==> config.mk <==
export PLATFORM = sky130hd
export DESIGN_NAME = kb_code_decoder
export DESIGN_NICKNAME = d
export VERILOG_FILES = /design/src/rtl/kb_pkg.sv /design/src/rtl/kb_fifo.sv /design/src/rtl/kb_code_decoder.sv
export SDC_FILE = /design/constraint.sdc
export NUM_CORES = 1
export LEC_CHECK = 0
export BUFFER_PORTS_ARGS = -buffer_cell sky130_fd_sc_hd__buf_4
export CAP_MARGIN = 0
export CELL_PAD_IN_SITES_DETAIL_PLACEMENT = 1
export CELL_PAD_IN_SITES_GLOBAL_PLACEMENT = 1
export CORE_MARGIN = 2
export CORE_UTILIZATION = 42
export CTS_CLUSTER_SIZE = 14
export DETAILED_ROUTE_END_ITERATION = 12
export PLACE_DENSITY_LB_ADDON = 0.1
export SLEW_MARGIN = 20
export SYNTH_ARGS = -nofsm -noshare
export SYNTH_HDL_FRONTEND = slang
export SYNTH_SLANG_ARGS = --single-unit
==> constraint.sdc <==
create_clock -name clk -period 2.92 [get_ports clk]
set_clock_uncertainty 0.15 [all_clocks]
set_input_delay 0.292 -clock clk [delete_from_list [all_inputs] [get_ports clk]]
set_output_delay 0.292 -clock clk [all_outputs]
set_load 0.01 [all_outputs]
==> src/rtl/kb_pkg.sv <==
// Shared constants, state encoding and helpers for the PS/2 Set-2 key event decoder.
package kb_pkg;

  localparam logic [7:0] BYTE_00 = 8'h00;
  localparam logic [7:0] BYTE_AA = 8'hAA;
  localparam logic [7:0] BYTE_E0 = 8'hE0;
  localparam logic [7:0] BYTE_E1 = 8'hE1;
  localparam logic [7:0] BYTE_EE = 8'hEE;
  localparam logic [7:0] BYTE_F0 = 8'hF0;
  localparam logic [7:0] BYTE_FA = 8'hFA;
  localparam logic [7:0] BYTE_FC = 8'hFC;
  localparam logic [7:0] BYTE_FE = 8'hFE;
  localparam logic [7:0] BYTE_FF = 8'hFF;

  localparam logic [7:0] CODE_LSHIFT = 8'h12;
  localparam logic [7:0] CODE_RSHIFT = 8'h59;
  localparam logic [7:0] CODE_CTRL   = 8'h14;
  localparam logic [7:0] CODE_ALT    = 8'h11;

  localparam int ENTRY_W = 10;

  typedef enum logic [1:0] {
    ST_WAIT   = 2'd0,
    ST_EXT    = 2'd1,
    ST_BRK    = 2'd2,
    ST_EXTBRK = 2'd3
  } state_e;

  // Keyboard responses and self-test bytes that never start a key event.
  function automatic logic isResponse(input logic [7:0] b);
    return (b == BYTE_00) || (b == BYTE_AA) || (b == BYTE_E1) || (b == BYTE_EE) ||
           (b == BYTE_FA) || (b == BYTE_FC) || (b == BYTE_FE) || (b == BYTE_FF);
  endfunction

endpackage

==> src/rtl/kb_fifo.sv <==
// First-word-fall-through synchronous FIFO; head reads zero while empty.
module kb_fifo
  import kb_pkg::*;
#(
  parameter int ADDR_W = 3,
  parameter int DATA_W = ENTRY_W
) (
  input  logic              clk_i,
  input  logic              reset_i,
  input  logic              wr_i,
  input  logic [DATA_W-1:0] din_i,
  input  logic              rd_i,
  output logic [DATA_W-1:0] dout_o,
  output logic              full_o,
  output logic              empty_o
);

  localparam int DEPTH = 2 ** ADDR_W;

  logic [DATA_W-1:0] mem_q [DEPTH];
  logic [ADDR_W-1:0] wrPtr_q, rdPtr_q;
  logic [ADDR_W:0]   count_q;
  logic              rdOk, wrOk;

  assign empty_o = (count_q == '0);
  assign full_o  = (count_q == (ADDR_W+1)'(DEPTH));
  assign rdOk    = rd_i && !empty_o;
  // A write into a full FIFO is only accepted when a pop frees the slot in the same cycle.
  assign wrOk    = wr_i && (!full_o || rdOk);
  assign dout_o  = empty_o ? '0 : mem_q[rdPtr_q];

  always_ff @(posedge clk_i) begin
    if (wrOk) mem_q[wrPtr_q] <= din_i;
  end

  always_ff @(posedge clk_i) begin
    if (!reset_i) begin
      wrPtr_q <= '0;
      rdPtr_q <= '0;
      count_q <= '0;
    end else begin
      if (wrOk) wrPtr_q <= wrPtr_q + 1'b1;
      if (rdOk) rdPtr_q <= rdPtr_q + 1'b1;
      if (wrOk && !rdOk)      count_q <= count_q + 1'b1;
      else if (rdOk && !wrOk) count_q <= count_q - 1'b1;
    end
  end

endmodule

==> src/rtl/kb_code_decoder.sv <==
// PS/2 Set-2 prefix parser with modifier tracking and an event FIFO.
// Optional typematic repeat suppression is enabled by defining KB_REPEAT_FILTER_EN.
module kb_code_decoder
  import kb_pkg::*;
#(
  parameter int ADDR_W  = 3,
  parameter int TMO_CYC = 100000
) (
  input  logic       clk,
  input  logic       reset,
  input  logic [7:0] scan_code,
  input  logic       scan_done_tick,
  input  logic       rd_key,
  output logic [7:0] key_code,
  output logic       key_ext,
  output logic       key_brk,
  output logic       key_empty,
  output logic       key_full,
  output logic       ovf,
  output logic       shift_on,
  output logic       ctrl_on,
  output logic       alt_on
);

  localparam int TMO_W = $clog2(TMO_CYC + 1);

  state_e               state_q, state_d;
  logic [TMO_W-1:0]     tmoCnt_q, tmoCnt_d;
  logic                 evtValid_q, evtValid_d;
  logic [ENTRY_W-1:0]   evt_q, evt_d;
  logic                 shift_q, ctrl_q, alt_q, ovf_q;
  logic                 tmoHit, push, suppress;
  logic                 evtExt, evtBrk;
  logic [7:0]           evtCode;
  logic [ENTRY_W-1:0]   head;

  assign evtExt  = evt_q[9];
  assign evtBrk  = evt_q[8];
  assign evtCode = evt_q[7:0];

  always_comb begin
    state_d    = state_q;
    tmoCnt_d   = '0;
    evtValid_d = 1'b0;
    evt_d      = {2'b00, scan_code};
    tmoHit     = (state_q != ST_WAIT) && (tmoCnt_q == TMO_W'(TMO_CYC - 1));
    // A byte arriving on the timeout cycle still takes precedence.
    if (scan_done_tick) begin
      unique case (state_q)
        ST_WAIT: begin
          if (scan_code == BYTE_E0)       state_d = ST_EXT;
          else if (scan_code == BYTE_F0)  state_d = ST_BRK;
          else if (!isResponse(scan_code)) evtValid_d = 1'b1;
        end
        ST_EXT: begin
          if (scan_code == BYTE_F0) state_d = ST_EXTBRK;
          else if (scan_code != BYTE_E0) begin
            evtValid_d = 1'b1;
            evt_d      = {2'b10, scan_code};
            state_d    = ST_WAIT;
          end
        end
        ST_BRK: begin
          state_d    = ST_WAIT;
          evtValid_d = (scan_code != BYTE_E0) && (scan_code != BYTE_F0);
          evt_d      = {2'b01, scan_code};
        end
        ST_EXTBRK: begin
          state_d    = ST_WAIT;
          evtValid_d = (scan_code != BYTE_E0) && (scan_code != BYTE_F0);
          evt_d      = {2'b11, scan_code};
        end
        default: state_d = ST_WAIT;
      endcase
    end else if (state_q != ST_WAIT) begin
      if (tmoHit) state_d = ST_WAIT;
      else        tmoCnt_d = tmoCnt_q + 1'b1;
    end
  end

  always_ff @(posedge clk) begin
    if (!reset) begin
      state_q    <= ST_WAIT;
      tmoCnt_q   <= '0;
      evtValid_q <= 1'b0;
      evt_q      <= '0;
    end else begin
      state_q    <= state_d;
      tmoCnt_q   <= tmoCnt_d;
      evtValid_q <= evtValid_d;
      evt_q      <= evt_d;
    end
  end

`ifdef KB_REPEAT_FILTER_EN
  logic       heldValid_q, heldExt_q;
  logic [7:0] heldCode_q;
  logic       heldMatch;

  assign heldMatch = heldValid_q && (heldExt_q == evtExt) && (heldCode_q == evtCode);
  assign suppress  = evtValid_q && !evtBrk && heldMatch;

  always_ff @(posedge clk) begin
    if (!reset) begin
      heldValid_q <= 1'b0;
      heldExt_q   <= 1'b0;
      heldCode_q  <= '0;
    end else if (evtValid_q) begin
      if (!evtBrk && !heldMatch) begin
        heldValid_q <= 1'b1;
        heldExt_q   <= evtExt;
        heldCode_q  <= evtCode;
      end else if (evtBrk && heldMatch) begin
        heldValid_q <= 1'b0;
      end
    end
  end
`else
  assign suppress = 1'b0;
`endif

  assign push = evtValid_q && !suppress;

  // Modifiers follow every decoded event, even ones the FIFO drops or the filter hides.
  always_ff @(posedge clk) begin
    if (!reset) begin
      shift_q <= 1'b0;
      ctrl_q  <= 1'b0;
      alt_q   <= 1'b0;
      ovf_q   <= 1'b0;
    end else begin
      if (evtValid_q) begin
        if (!evtExt && (evtCode == CODE_LSHIFT || evtCode == CODE_RSHIFT)) shift_q <= !evtBrk;
        if (evtCode == CODE_CTRL) ctrl_q <= !evtBrk;
        if (evtCode == CODE_ALT)  alt_q  <= !evtBrk;
      end
      if (push && key_full && !rd_key) ovf_q <= 1'b1;
    end
  end

  kb_fifo #(
    .ADDR_W (ADDR_W),
    .DATA_W (ENTRY_W)
  ) u_fifo (
    .clk_i   (clk),
    .reset_i (reset),
    .wr_i    (push),
    .din_i   (evt_q),
    .rd_i    (rd_key),
    .dout_o  (head),
    .full_o  (key_full),
    .empty_o (key_empty)
  );

  assign {key_ext, key_brk, key_code} = head;
  assign shift_on = shift_q;
  assign ctrl_on  = ctrl_q;
  assign alt_on   = alt_q;
  assign ovf      = ovf_q;

endmodule

Yosys cells after proc, flatten, opt, wreduce, memory -nomap -nowiden
Memory sizes are Yosys's and may differ from the RTL's. A register that Yosys moved wholly into a read port is not among the register bits. Index checks and enable logic that the tools add are counted.

Bits in registers: 44. Bits in writable memories: 80. Bits of input ports: 12. Output and inout port bits: 16. Word-level logic and storage cells: 106. Memories: 1.

Memory list: u_fifo.mem_q (depth 8, bits a word 10, read ports 1, clocked after Yosys merged registers in 1, wr ports 1, line kb_fifo.sv:20) `logic [DATA_W-1:0] mem_q [DEPTH];`.

$add $sub $neg: 5. Equal/unequal tests: 22. Multiplexer cells: 25. Bitwise operators: 2. Reductions and logical operators: 39.

Operator list (number): $eq 8x8->1 const B (9); $mux 10 (3); $pmux 10 s3 (1); $eq 8x5->1 const B (3); $add 17x1->17 const B (1); $eq 17x17->1 const B (1); $ne 8x8->1 const B (2); $mux 2 (7); $logic_and 1x1->1 (9); $logic_or 1x1->1 (9); $eq 8x7->1 const B (1); $logic_not 8->1 (1); $mux 4 (2); $mux 8 (1); $ne 4x4->1 const B (2); $reduce_and 2->1 (4); $reduce_bool 2->1 (4); $logic_not 1->1 (7); $mux 1 (7); $add 3x1->3 const B (2); $mux 3 (2); $pmux 2 s3 (1); $add 4x1->4 const B (1); $eq 2x2->1 const B (2); other kinds (10) (11).

Longest topological paths before layout
Word-level depth: 12. Gate-level depth with buffers: 10. Depth with buffers taken out: 10.

Cells and area by module
From an unflattened synthesis, not the netlist that was laid out.

Cells, all modules: 358. Area, all modules: 5171.2 µm².

By module, submodules not included: kb_fifo (instances 1, cells an instance 198, area each 3691.0 µm², seq. area each 2662.6 µm²); kb_code_decoder (instances 1, cells an instance 160, area each 1480.2 µm², seq. area each 680.7 µm²).

Worst setup path before layout
Ideal clock, no wire load.

Path kind: register to register. Start point: register u_fifo.count_q[0]. End point: register u_fifo.count_q[3]. Setup time: 72 ps. Data arrival time: 2395 ps. Data required time: 2698 ps. Setup slack: 304 ps. Cell stages (with the launch flop): 11. Buffers on the path: 0. Period minus slack after synthesis: 2616 ps. Cell sequence: dfxtp_1 or4b_1 o21ai_1 inv_2 ha_1 inv_1 ha_1 a21oi_1 a211oi_1 a31oi_1 mux2i_1.

Cells in the longest elaborated chain, start to end: 8. Elaborated cells between the ends (all ways): 16. Classes of those cells: 2 x add/sub; 1 x eq/ne; 2 x mux; 11 x reduce/logical.

RTL lines: start: declaration (line kb_fifo.sv:22) `logic [ADDR_W:0] count_q;`; start signal: assignment (line kb_fifo.sv:44) `if (wrOk && !rdOk) count_q <= count_q + 1'b1;`; start signal: assignment (line kb_fifo.sv:45) `else if (rdOk && !wrOk) count_q <= count_q - 1'b1;`; $logic_not 4->1 (line kb_fifo.sv:25) `assign empty_o = (count_q == '0);`; $logic_not 1->1 (line kb_fifo.sv:27) `assign rdOk = rd_i && !empty_o;`; $logic_and 1x1->1 (line kb_fifo.sv:27); $logic_or 1x1->1 (*) (line kb_fifo.sv:29) `assign wrOk = wr_i && (!full_o || rdOk);`; $logic_and 1x1->1 (*) (line kb_fifo.sv:29); via u_fifo.wrOk (line kb_fifo.sv:23) `logic rdOk, wrOk;`; $logic_not 1->1 (line kb_fifo.sv:45); $logic_and 1x1->1 (line kb_fifo.sv:45); $reduce_bool 2->1 (no source line).

The timed path passes the listed nets; every way through them passes the cells marked *. The select of a mux whose other input is x is not followed. A chain may end at the register's enable or synchronous reset.

Worst setup path in the final report
Start point: register u_fifo.count_q[1]. End point: register u_fifo.count_q[3].

The elaborated chain is that of the path after synthesis.

==> results.yml <==
synthesis:
  synth_flop_cell: "edfxtp_1"
  ys_ff_latch: 127
  syn_area_per_cell_um2: 14.15
  synth_area_um2: 5165
  ys_async_sr_fraction_pct: 0
  synth_nets: 384
  syn_inst: 365
  yosysUniqueCellTypes: 53
  yosysSeqAreaShare_pct: 64.73
  synth_edf_count: 80
  yosys_warnings: 0
global_route:
  grt_pass1_vias: 3338
  grt_use_met1_pct: 23.68
  grtUsageMet2_pct: 28.63
  grt_use_met3_pct: 5.061
  grt_max_degree: 33
  top_usage_layer: "met2"
  grt.total_usage_pct: 18.23
  grt_pass1_wl_um: 17640
  antenna_found_initial: 0
  grt.overflow.total: 0
sta:
  max_slew.worst_pin.slew_ns: 0.9954
  slew_headroom_pct: 33.39
  setup-violations-final: 0
  finalWorstPathRequiredPeriod_ns: 2.733
  drv_slew: 0
  clock.fmax_ghz: 0.3658
  rsz0062_at_grt: "false"
  fin_crit_sh_pct: 93.61
  hold_viol_final: 0
  finalWorstSetupSlack_ns: 0.1866
  totalNegativeSetupSlack_ns: 0
final_layout:
  diodes: 0
  area_delta_synth_final_pct: 21.39
  fin_nets: 433
  final_common_cell: "edfxtp_1"
  stdcell_count: 574
  fin_area_um2: 6270
  mostFrequentLayoutCells: "80 x edfxtp_1, 47 x dfxtp_1, 41 x nor2_1"
  layout-drive-gt1-share_pct: 21.55
run:
  maxCapViolCount: 0
drt:
  wl_per_cell_um: 18.62
  drt_iter0_drc: 194
  num_vias: 3066
  firstDrtPassIters: 4
  drc: 0
  viasPerCell: 5.341
  postRouteAntennaNets: 0
  wl_um: 10690
critical_path:
  worstSetupEndpointType: "flop"
  critical_path_class: "reg2reg"
  cp.arrival_ns: 2.93
  cp.required_ns: 3.11
  cp_max_fo: 5
  worstSetupStartpointType: "flop"
cts:
  htree_levels: 4
  clk_latency_ns: 0.41
  cts_tree: "yes"
  cts_made_buffers: 17
  cts.reportedPaths.clkPinSlew_ns: 0.05
  post-cts-setup-buffers: 0
  cts_sinks: 127
  cts_buffer_depth: 2
  clock_tree.root_cell: "clkbuf_16"
placed_design:
  dp_worst_setup_slack_ns: 0.06837
  dpl.hpwl_um: 6785
  place_area_um2: 5572
  port_buffers: 27
  dp.cells: 534
  gp_congestion: 0.8146
pwr:
  leakagePower_nw: 2.157
  ir_worst_vdd_mv: 0.4266
  powerDensity_nw_per_um2: 833.8
die:
  boundaryPins: 28
  die_width_um: 114.9
  start_util_pct: 43.00
  coreArea_um2: 12010
  dieArea_um2: 13200
  fp-row-count: 40
  fp.dieH_um: 114.9
min_path:
  hp-class: "in2reg"
status:
  status: "completed"
## sequential cells by signal (all words and copies together) (netlist names), 2 cells and up, named ones only
name            count
tmoCnt_q           17
evt_q              10
u_fifo.wrPtr_q      3
u_fifo.rdPtr_q      3
u_fifo.mem_q       80
state_q             2
u_fifo.count_q      4
## logic make-up (layout without fill, tap and decap cells)
| family | after synthesis | in the layout | synth area share, % |
|---|---|---|---|
| muxes | 34 | 34 | 11.46 |
| AOI/OAI and AO/OA | 22 | 22 | 3.101 |
| xor gates and xnor gates | 20 | 20 | 3.392 |
| and+or+nand+nor | 130 | 130 | 13.57 |
| adders and majority gates | 7 | 7 | 1.841 |
| buffers and inverters | 25 | 87 | 1.913 |
| DFF | 127 | 127 | 64.73 |
## power by group
part           switching [mW]  total [mW]  internal, mW  leakage, nW
registers              0.0629        2.04          1.98         1.12
logic                   0.488        1.02         0.532        0.746
clock network           0.705        2.17          1.46        0.295
## per-stage QoR
step | hold slack, ns | total power, mW | util [%]
6_report | 0.03315 | 5.228 | 52.20
5_1_grt | 0.05513 | 5.478 | 52.20
2_1_floorplan | 0.2637 | 2.731 | -
4_1_cts | 0.004630 | 5.301 | 52.11
3_3_place_gp | 0.2867 | 3.080 | 46.39
3_5_place_dp | 0.3019 | 3.112 | 46.39
## critical path, cell delays in order, from the launching register on
cell	delay, ns
dfxtp_1	0.36
or4b_4	0.57
o21ai_2	0.20
inv_2	0.08
ha_1	0.21
inv_1	0.13
ha_1	0.29
a21oi_1	0.19
a211oi_1	0.10
a31oi_1	0.20
mux2i_1	0.20
## worst paths after layout
check                     from           endpoint  slack (ns)  depth (start not counted)
max          u_fifo.count_q[1]  u_fifo.count_q[3]        0.19                         10
min             scan_done_tick         evtValid_q        0.03                          3
max reg2reg  u_fifo.count_q[1]  u_fifo.count_q[3]        0.19                         10
min reg2reg        tmoCnt_q[0]        tmoCnt_q[0]        0.32                          1
## layer usage
layer | up-vias | routed length (um) | part of all wire (%)
li1 | 1469 | - | -
met1 | 1523 | 4926 | 46
met2 | 60 | 5178 | 48
met3 | 14 | 419 | 3.9
met4 | 0 | 165 | 1.5
met5 | - | 0 | 0
## synth_stat cells, types with 2 or more instances
cell type / count / area, um^2
nand3b_1: 2 / 15.01
ha_1: 6 / 75.07
nor2b_1: 4 / 25.02
nor3_1: 4 / 20.02
and4_1: 4 / 35.03
nand2b_1: 5 / 31.28
clkbuf_1: 10 / 37.54
nand3_1: 15 / 75.07
xor2_1: 8 / 70.07
a31oi_1: 2 / 12.51
o311a_1: 2 / 20.02
buf_2: 3 / 15.01
a21oi_1: 4 / 20.02
inv_1: 9 / 33.78
o21ai_1: 2 / 10.01
mux2i_1: 13 / 130.1
and2_1: 15 / 93.84
and3_1: 3 / 18.77
dfxtp_1: 47 / 940.9
edfxtp_1: 80 / 2402
xnor2_1: 12 / 105.1
nor3b_1: 2 / 15.01
nand4_1: 9 / 56.30
mux4_2: 20 / 450.4
nor4_1: 5 / 31.28
nor2_1: 42 / 157.7
nand2_1: 11 / 41.29
## what timing repair did
| action | CTS | global route |
|---|---|---|
| endpoints found under the hold margin | 8 | 0 |
| endpoints found under the setup margin | 0 | 1 |
| gates resized for setup | 0 | 2 |
| hold buffers | 8 | 0 |
## area by class of cell
class                   instances  area [um^2]
flip-flops and latches        127         3343
well taps                     147        183.9
repair buffers                 45        357.8
multi-input cells             213         1739
inverters                      10        37.54
clock inverters                 8        136.4
clock buffers                  24        471.7
fillers                      1190         5742
(Power assumes the default switching activity.)
